## src/rtl/word_capture_pkg.sv

```systemverilog
// Shared types and constants for the word_capture block.
package word_capture_pkg;

  localparam int unsigned DROP_CNT_W = 16;

  typedef enum logic {
    ST_IDLE = 1'b0,
    ST_SEND = 1'b1
  } state_e;

  // Number of narrow beats needed to replay one captured word.
  function automatic int unsigned beats_of(input int unsigned data_w, input int unsigned out_w);
    return data_w / out_w;
  endfunction

endpackage

```

## src/rtl/word_capture_if.sv

```systemverilog
// Capture-side bus and beat stream of word_capture, grouped for port connection.
interface word_capture_if
  import word_capture_pkg::*;
#(
  parameter int unsigned DATA_W = 128,
  parameter int unsigned OUT_W  = 32,
  parameter int unsigned DEPTH  = 4
);
  localparam int unsigned CNT_W = $clog2(DEPTH) + 1;

  logic                  enable_i;
  logic                  clear_i;
  logic [DATA_W-1:0]     data_in_i;
  logic [OUT_W-1:0]      beat_data_o;
  logic                  beat_valid_o;
  logic                  beat_last_o;
  logic                  beat_ready_i;
  logic [CNT_W-1:0]      count_o;
  logic                  overflow_o;
  logic [DROP_CNT_W-1:0] drop_cnt_o;

  // Datapath / sink side: drives the monitored word and beat ready.
  modport master (
    output enable_i, clear_i, data_in_i, beat_ready_i,
    input  beat_data_o, beat_valid_o, beat_last_o, count_o, overflow_o, drop_cnt_o
  );

  // Capture block side.
  modport slave (
    input  enable_i, clear_i, data_in_i, beat_ready_i,
    output beat_data_o, beat_valid_o, beat_last_o, count_o, overflow_o, drop_cnt_o
  );

endinterface

```

## src/rtl/word_capture_fifo.sv

```systemverilog
// Generic synchronous FIFO with wrap-bit pointers and a registered occupancy count.
module word_capture_fifo #(
  parameter int unsigned DATA_W = 128,
  parameter int unsigned DEPTH  = 4
) (
  input  logic                       clk_i,
  input  logic                       reset_i,
  input  logic                       push,
  input  logic                       pop,
  input  logic                       flush,
  input  logic [DATA_W-1:0]          din,
  output logic [DATA_W-1:0]          dout,
  output logic                       full,
  output logic                       empty,
  output logic [$clog2(DEPTH):0]     count
);

  localparam int unsigned AW = $clog2(DEPTH);
  localparam int unsigned PW = AW + 1;

  logic [DATA_W-1:0] mem [DEPTH];
  logic [PW-1:0]     wptr_q;
  logic [PW-1:0]     rptr_q;
  logic [PW-1:0]     count_q;
  logic              do_push;
  logic              do_pop;

  assign full    = (wptr_q[AW] != rptr_q[AW]) && (wptr_q[AW-1:0] == rptr_q[AW-1:0]);
  assign empty   = (wptr_q == rptr_q);
  // A push into a full FIFO is still taken when the head leaves on the same edge.
  assign do_push = push && (!full || pop);
  assign do_pop  = pop && !empty;
  assign dout    = mem[rptr_q[AW-1:0]];
  assign count   = count_q;

  always_ff @(posedge clk_i or posedge reset_i) begin
    if (reset_i) begin
      wptr_q  <= '0;
      rptr_q  <= '0;
      count_q <= '0;
    end else if (flush) begin
      wptr_q  <= '0;
      rptr_q  <= '0;
      count_q <= '0;
    end else begin
      if (do_push) wptr_q <= wptr_q + PW'(1);
      if (do_pop)  rptr_q <= rptr_q + PW'(1);
      case ({do_push, do_pop})
        2'b10:   count_q <= count_q + PW'(1);
        2'b01:   count_q <= count_q - PW'(1);
        default: count_q <= count_q;
      endcase
    end
  end

  always_ff @(posedge clk_i) begin
    if (do_push && !flush) mem[wptr_q[AW-1:0]] <= din;
  end

endmodule

```

## src/rtl/word_capture.sv

```systemverilog
// Change-detecting word capture with FIFO buffering and LSB-first narrow beat replay.
// Optional feature: WORD_CAPTURE_DROP_CNT_EN enables the saturating dropped-word counter.
module word_capture
  import word_capture_pkg::*;
#(
  parameter int unsigned DATA_W = 128,
  parameter int unsigned OUT_W  = 32,
  parameter int unsigned DEPTH  = 4
) (
  input  logic          clk_i,
  input  logic          reset_i,
  word_capture_if.slave bus
);

  localparam int unsigned BEATS  = beats_of(DATA_W, OUT_W);
  localparam int unsigned BCNT_W = (BEATS > 1) ? $clog2(BEATS) : 1;
  localparam int unsigned CNT_W  = $clog2(DEPTH) + 1;

  state_e              state_q;
  state_e              state_d;
  logic [DATA_W-1:0]   prev_q;
  logic [DATA_W-1:0]   shreg_q;
  logic [DATA_W-1:0]   shreg_d;
  logic [DATA_W-1:0]   fifo_head;
  logic [BCNT_W-1:0]   bcnt_q;
  logic [BCNT_W-1:0]   bcnt_d;
  logic                last_q;
  logic                last_d;
  logic                overflow_q;
  logic                push_c;
  logic                pop_c;
  logic                drop_c;
  logic                fifo_full;
  logic                fifo_empty;
  logic [CNT_W-1:0]    fifo_count;

  assign push_c = bus.enable_i && !bus.clear_i && (bus.data_in_i != prev_q);
  assign drop_c = push_c && fifo_full && !pop_c;

  word_capture_fifo #(
    .DATA_W (DATA_W),
    .DEPTH  (DEPTH)
  ) u_fifo (
    .clk_i   (clk_i),
    .reset_i (reset_i),
    .push    (push_c),
    .pop     (pop_c),
    .flush   (bus.clear_i),
    .din     (bus.data_in_i),
    .dout    (fifo_head),
    .full    (fifo_full),
    .empty   (fifo_empty),
    .count   (fifo_count)
  );

  // Last sampled word; tracked even when the word itself is dropped.
  always_ff @(posedge clk_i or posedge reset_i) begin
    if (reset_i) begin
      prev_q     <= '0;
      overflow_q <= 1'b0;
    end else if (bus.clear_i) begin
      prev_q     <= '0;
      overflow_q <= 1'b0;
    end else begin
      if (bus.enable_i) prev_q <= bus.data_in_i;
      if (drop_c)       overflow_q <= 1'b1;
    end
  end

  always_ff @(posedge clk_i or posedge reset_i) begin
    if (reset_i) begin
      state_q <= ST_IDLE;
      shreg_q <= '0;
      bcnt_q  <= '0;
      last_q  <= 1'b0;
    end else begin
      state_q <= state_d;
      shreg_q <= shreg_d;
      bcnt_q  <= bcnt_d;
      last_q  <= last_d;
    end
  end

  // Replay FSM; a head load on the final accepted beat keeps words back-to-back.
  always_comb begin
    state_d = state_q;
    shreg_d = shreg_q;
    bcnt_d  = bcnt_q;
    last_d  = last_q;
    pop_c   = 1'b0;
    if (bus.clear_i) begin
      state_d = ST_IDLE;
      shreg_d = '0;
      bcnt_d  = '0;
      last_d  = 1'b0;
    end else begin
      case (state_q)
        ST_IDLE: pop_c = !fifo_empty;
        ST_SEND: begin
          if (bus.beat_ready_i) begin
            if (last_q) begin
              pop_c   = !fifo_empty;
              state_d = ST_IDLE;
              shreg_d = '0;
              bcnt_d  = '0;
              last_d  = 1'b0;
            end else begin
              shreg_d = shreg_q >> OUT_W;
              bcnt_d  = bcnt_q + BCNT_W'(1);
              last_d  = (bcnt_d == BCNT_W'(BEATS - 1));
            end
          end
        end
      endcase
      if (pop_c) begin
        state_d = ST_SEND;
        shreg_d = fifo_head;
        bcnt_d  = '0;
        last_d  = (BEATS == 1);
      end
    end
  end

  assign bus.beat_valid_o = (state_q == ST_SEND);
  assign bus.beat_data_o  = shreg_q[OUT_W-1:0];
  assign bus.beat_last_o  = last_q;
  assign bus.count_o      = fifo_count;
  assign bus.overflow_o   = overflow_q;

`ifdef WORD_CAPTURE_DROP_CNT_EN
  logic [DROP_CNT_W-1:0] drop_cnt_q;

  // Saturating count of words lost to a full FIFO.
  always_ff @(posedge clk_i or posedge reset_i) begin
    if (reset_i) begin
      drop_cnt_q <= '0;
    end else if (bus.clear_i) begin
      drop_cnt_q <= '0;
    end else if (drop_c && (drop_cnt_q != {DROP_CNT_W{1'b1}})) begin
      drop_cnt_q <= drop_cnt_q + DROP_CNT_W'(1);
    end
  end

  assign bus.drop_cnt_o = drop_cnt_q;
`else
  assign bus.drop_cnt_o = '0;
`endif

endmodule
```

## src/flat_wrapper.sv

```systemverilog
// flat-port wrapper written by rule: the top's interface ports become plain ports
module word_capture_flat import word_capture_pkg::*;
#(
  parameter int unsigned DATA_W = 128,
  parameter int unsigned OUT_W  = 32,
  parameter int unsigned DEPTH  = 4
)
  (clk_i, reset_i, bus_enable_i, bus_clear_i, bus_data_in_i, bus_beat_ready_i, bus_beat_data_o, bus_beat_valid_o, bus_beat_last_o, bus_count_o, bus_overflow_o, bus_drop_cnt_o);
  word_capture_if #(.DATA_W(DATA_W), .OUT_W(OUT_W), .DEPTH(DEPTH)) bus_i ();
  input  logic clk_i;
  input  logic reset_i;
  input wire logic [$bits(bus_i.enable_i)-1:0] bus_enable_i;
  input wire logic [$bits(bus_i.clear_i)-1:0] bus_clear_i;
  input wire logic [$bits(bus_i.data_in_i)-1:0] bus_data_in_i;
  input wire logic [$bits(bus_i.beat_ready_i)-1:0] bus_beat_ready_i;
  output wire logic [$bits(bus_i.beat_data_o)-1:0] bus_beat_data_o;
  output wire logic [$bits(bus_i.beat_valid_o)-1:0] bus_beat_valid_o;
  output wire logic [$bits(bus_i.beat_last_o)-1:0] bus_beat_last_o;
  output wire logic [$bits(bus_i.count_o)-1:0] bus_count_o;
  output wire logic [$bits(bus_i.overflow_o)-1:0] bus_overflow_o;
  output wire logic [$bits(bus_i.drop_cnt_o)-1:0] bus_drop_cnt_o;
  assign bus_i.enable_i = bus_enable_i;
  assign bus_i.clear_i = bus_clear_i;
  assign bus_i.data_in_i = bus_data_in_i;
  assign bus_i.beat_ready_i = bus_beat_ready_i;
  assign bus_beat_data_o = bus_i.beat_data_o;
  assign bus_beat_valid_o = bus_i.beat_valid_o;
  assign bus_beat_last_o = bus_i.beat_last_o;
  assign bus_count_o = bus_i.count_o;
  assign bus_overflow_o = bus_i.overflow_o;
  assign bus_drop_cnt_o = bus_i.drop_cnt_o;
  word_capture #(.DATA_W(DATA_W), .OUT_W(OUT_W), .DEPTH(DEPTH)) u_core (.clk_i(clk_i), .reset_i(reset_i), .bus(bus_i));
endmodule
```

## config.mk

```make
export PLATFORM = sky130hd
export DESIGN_NAME = word_capture_flat
export DESIGN_NICKNAME = d
export VERILOG_FILES = /design/src/rtl/word_capture_pkg.sv /design/src/rtl/word_capture_if.sv /design/src/rtl/word_capture_fifo.sv /design/src/rtl/word_capture.sv /design/src/flat_wrapper.sv
export SDC_FILE = /design/constraint.sdc
export NUM_CORES = 1
export LEC_CHECK = 0
export BUFFER_PORTS_ARGS = -buffer_cell sky130_fd_sc_hd__buf_2
export CORE_MARGIN = 8
export CORE_UTILIZATION = 36
export DETAILED_ROUTE_END_ITERATION = 8
export GPL_TIMING_DRIVEN = 0
export SLEW_MARGIN = 20
export SYNTH_ARGS = -nofsm -noshare
export SYNTH_HDL_FRONTEND = slang
export SYNTH_HIERARCHICAL = 1
export SYNTH_SLANG_ARGS = --single-unit
```

## constraint.sdc

```tcl
create_clock -name clk_i -period 26.4 [get_ports clk_i]
set_input_delay 0 -clock clk_i [delete_from_list [all_inputs] [get_ports clk_i]]
set_output_delay 0 -clock clk_i [all_outputs]
set_load 0.02 [all_outputs]
```

==> impl_metrics.toml <==
[timing]
report.final.setup_viol = 0
max_freq_mhz = 208
report.final.slew_viol_count = 0
worst_slack_ns = 21.59
worst_hold_slack_ns = 0.0102
maxSlewHeadroom_pct = 29.2
final_min_period_over_clock_period_pct = 18.2
grt_setup_unrepaired = "false"
post_route_minimum_period_ns = 4.81
timing.setup.tns_ns = 0
finalClockSkew_ns = 0.0361
number_of_endpoints_with_negative_hold_slack_in_the_final_report = 0
worst_pin_slew_ns = 1.06

[yosys]
portion_of_synthesized_cell_area_occupied_by_the_leading_cell_type_pct = 47.7
dominant_cells_by_area_after_synthesis = "edfxtp_1 48%, dfrtp_1 21%, mux4_2 8.9%, mux2i_1 4.1%, xnor2_1 3.6%"
netlist-cell-type-count = 48
synth_top_cell_by_area = "edfxtp_1"
post_synth.cell_area_avg_sq_um = 16.0
synth_edf_count = 512
syn_inst = 2015
synth-seq-area-share_pct = 68.6
asyncSetResetFlopFracSynth_pct = 34.5
yosys_warnings = 6
post_synthesis_instance_area_sq_um = 32300
ys_dominant_reg_cell = "edfxtp_1"
ys_ff_latch = 782

[setup_path]
worst_ep_arrival_time_ns = 5.14
cells_along_the_critical_path = "xor2_2, or2_1, nor2_1, or2_1, buf_2, nor2_2, buf_2, o41ai_4, nor3_2, buf_6, buf_4, buf_4, buf_4, buf_4, buf_4"
timing.rr.start = "u_core/u_fifo/rptr_q[1]$_DFFE_PP0P_"
cp-end-kind = "flip-flop"
critPathTopFamily = "buffers and inverters"
critical_path_buf_inv_count = 8
worstPathRequired_ns = 26.73
timing.critical_path.slowest_stage_cell = "nor3_2"
critical_path.max_stage_delay_ns = 0.51
critical_path.max_fanout = 16
worst_setup_path_start_kind = "flip-flop"
top_cell_by_count_worst_path = "buf_4"
startpoint_of_the_most_critical_setup_path = "u_core/u_fifo/rptr_q[1]$_DFFE_PP0P_"
setup.worst_path.class = "reg -> reg"

[grt]
grt_start_max_net_pins = 92
grt_overflow_total = 0
track_usage_pct = 18.6
initial_antenna_violation_count = 15
grt_pass1_wl_um = 136000
grt_pass1_vias = 19923

[detailed_routing]
route.vias.total = 19290
route.final.wire_length_um = 93400
avgViaCountPerCell = 5.21
initialDrtViolationCount = 1694
detail_route.drc_violations = 0
antenna_violating_nets_post_route = 0
dr.pass1.iters = 5
drt-wirelength-per-cell_um = 25.2

[layout]
layout-drive-gt1-share_pct = 22.1
layout-area-overhead-vs-synth_pct = 21.4
num-nets-final = 2586

[die]
initial_utilization_pct = 36.1
floorplan.die.height_um = 315
top_level_ports = 187
design.core.area_sq_um = 89500
area_of_the_die_sq_um = 99500
floorplan.rows = 110
floorplan.die.width_um = 315

[clock_network]
post_cts_hold_buffer_count = 133
cts_repair_resize_count = 0
clk_pin_slew_worst_paths_ns = 0.06
setup_fix_bufs_post_cts = 0
cts_num_sinks = 782
cts.path.max_buffers = 3
cts_tree = "done"
worstSkewPairLatency_ns = 0.65
numCtsBuffers = 81
cts_root_buf = "clkbuf_16"
cts_htree_levels = 3

[placement]
post-dp-hpwl_um = 68200
io_buffers = 169
place_ws_ns = 21.62
gp_congestion = 0.879

[job]
cap_viol_max_count = 0

[power_and_ir_drop]
leakagePower_nw = 14.5
p_per_area_nw_per_um2 = 72.3
irDropWorstVdd_mv = 0.0491

[outcome]
outcome = "finished clean"

[min_path]
min_path_type = "in -> async"
[final timing paths]
kind                                                  endpoint  slack [ns]  cells after the start
max in group asynchronous        u_core/prev_q[62]$_DFFE_PP0P_       25.49                      5
hold / removal                  u_core/prev_q[115]$_DFFE_PP0P_        0.01                      4
min in group clk_i         u_core/u_fifo/mem[3][115]$_DFFE_PP_        0.16                      2
setup / recovery            u_core/u_fifo/mem[3][29]$_DFFE_PP_       21.59                     15
hold reg to reg                u_core/shreg_q[105]$_DFFE_PP0P_        0.50                      1
setup reg to reg            u_core/u_fifo/mem[3][29]$_DFFE_PP_       21.59                     15
[logic make-up after synthesis]
family	count (synthesis)	synth area share [%]
compound gates	143	3.52
xor+xnor	136	3.74
fa+ha+maj	7	0.295
buf+inv	188	2.99
flops	782	68.6
mux	260	13.0
other cells	1	0.0116
simple gates	498	7.81
[flip-flops by register name, indices dropped and copies added, names as in the netlist]
name,cells
u_core/u_fifo/mem,512
u_core/u_fifo/rptr_q,3
u_core/u_fifo/count,3
u_core/bus.beat_valid_o,1
u_core/bus.beat_last_o,1
u_core/shreg_q,128
u_core/u_fifo/wptr_q,3
u_core/bcnt_q,2
u_core/prev_q,128
u_core/bus.overflow_o,1
[synth_stat cells (2+ instances only)]
master,number
buf_4,50
clkbuf_1,76
a31oi_1,2
nor2b_1,2
inv_1,7
a21oi_1,3
ha_1,6
xor2_1,3
nor3b_1,98
nor3_1,101
mux2i_1,131
buf_1,11
buf_6,3
nor4_1,8
dfrtp_1,270
buf_2,40
a211oi_1,96
mux4_2,128
nand2_1,3
edfxtp_1,512
a22o_1,32
nor2_1,237
or2_1,3
nand2b_1,2
and2_1,3
xor2_2,2
xnor2_1,131
nand4_1,35
[final cells by class]
cell class                      instances  area, sq um
Fill cell                            7959        50300
Sequential cell                       782        22100
Multi-Input combinational cell       1060         9240
Timing Repair Buffer                  333         2660
Clock buffer                          119         2320
Tap cell                             1176         1470
Buffer                                180          938
Clock inverter                         33          342
Inverter                                8         37.5
Antenna cell                           11         27.5
[metrics by stage]
step	power (mW)	area, sq um	std cells	utilization (%)
after floorplan	1.57	32300	2030	-
after global placement	1.68	34600	3375	38.7
after detailed placement	1.69	35100	3406	39.3
after CTS	2.85	39100	3691	43.8
after global routing	2.93	39200	3699	43.8
final	2.83	39200	3702	43.8
[cells in the final DEF (no fill, tap or decap), types with 4 or more instances in the layout]
cell / count
edfxtp_1: 512
dfrtp_1: 270
nor2_1: 236
buf_2: 209
dlygate4sd3_1: 133
mux2i_1: 131
xnor2_1: 131
mux4_2: 128
clkbuf_1: 100
nor3_1: 100
nor3b_1: 98
a211oi_1: 96
clkbuf_16: 84
buf_4: 64
nand4_1: 35
a22o_1: 32
conb_1: 16
diode_2: 11
buf_1: 11
buf_16: 11
clkbuf_8: 9
clkinv_2: 9
buf_6: 8
nor4_1: 8
clkinv_1: 6
inv_1: 6
ha_1: 6
bufinv_16: 5
clkinvlp_4: 4
[per-layer routing]
metal	global-route usage, %	vias to the layer above	wire length [um]
met1	24.2	9957	38300
met3	3.78	151	6640
li1	-	8489	-
met5	0	-	67
met4	6.76	10	3240
met2	30.9	683	45100
[report_power, final]
part | internal (mW) | total [mW] | switching (mW)
registers | 1.36 | 1.39 | 0.0344
logic | 0.118 | 0.293 | 0.175
clock network | 0.665 | 1.15 | 0.481
total | 2.14 | 2.83 | 0.691
[worst min-delay path: stages]
cell and delay (ns):
dlygate4sd3_1 0.53, buf_2 0.16, inv_8 0.06, buf_16 0.32
(Power assumes the default switching activity.)
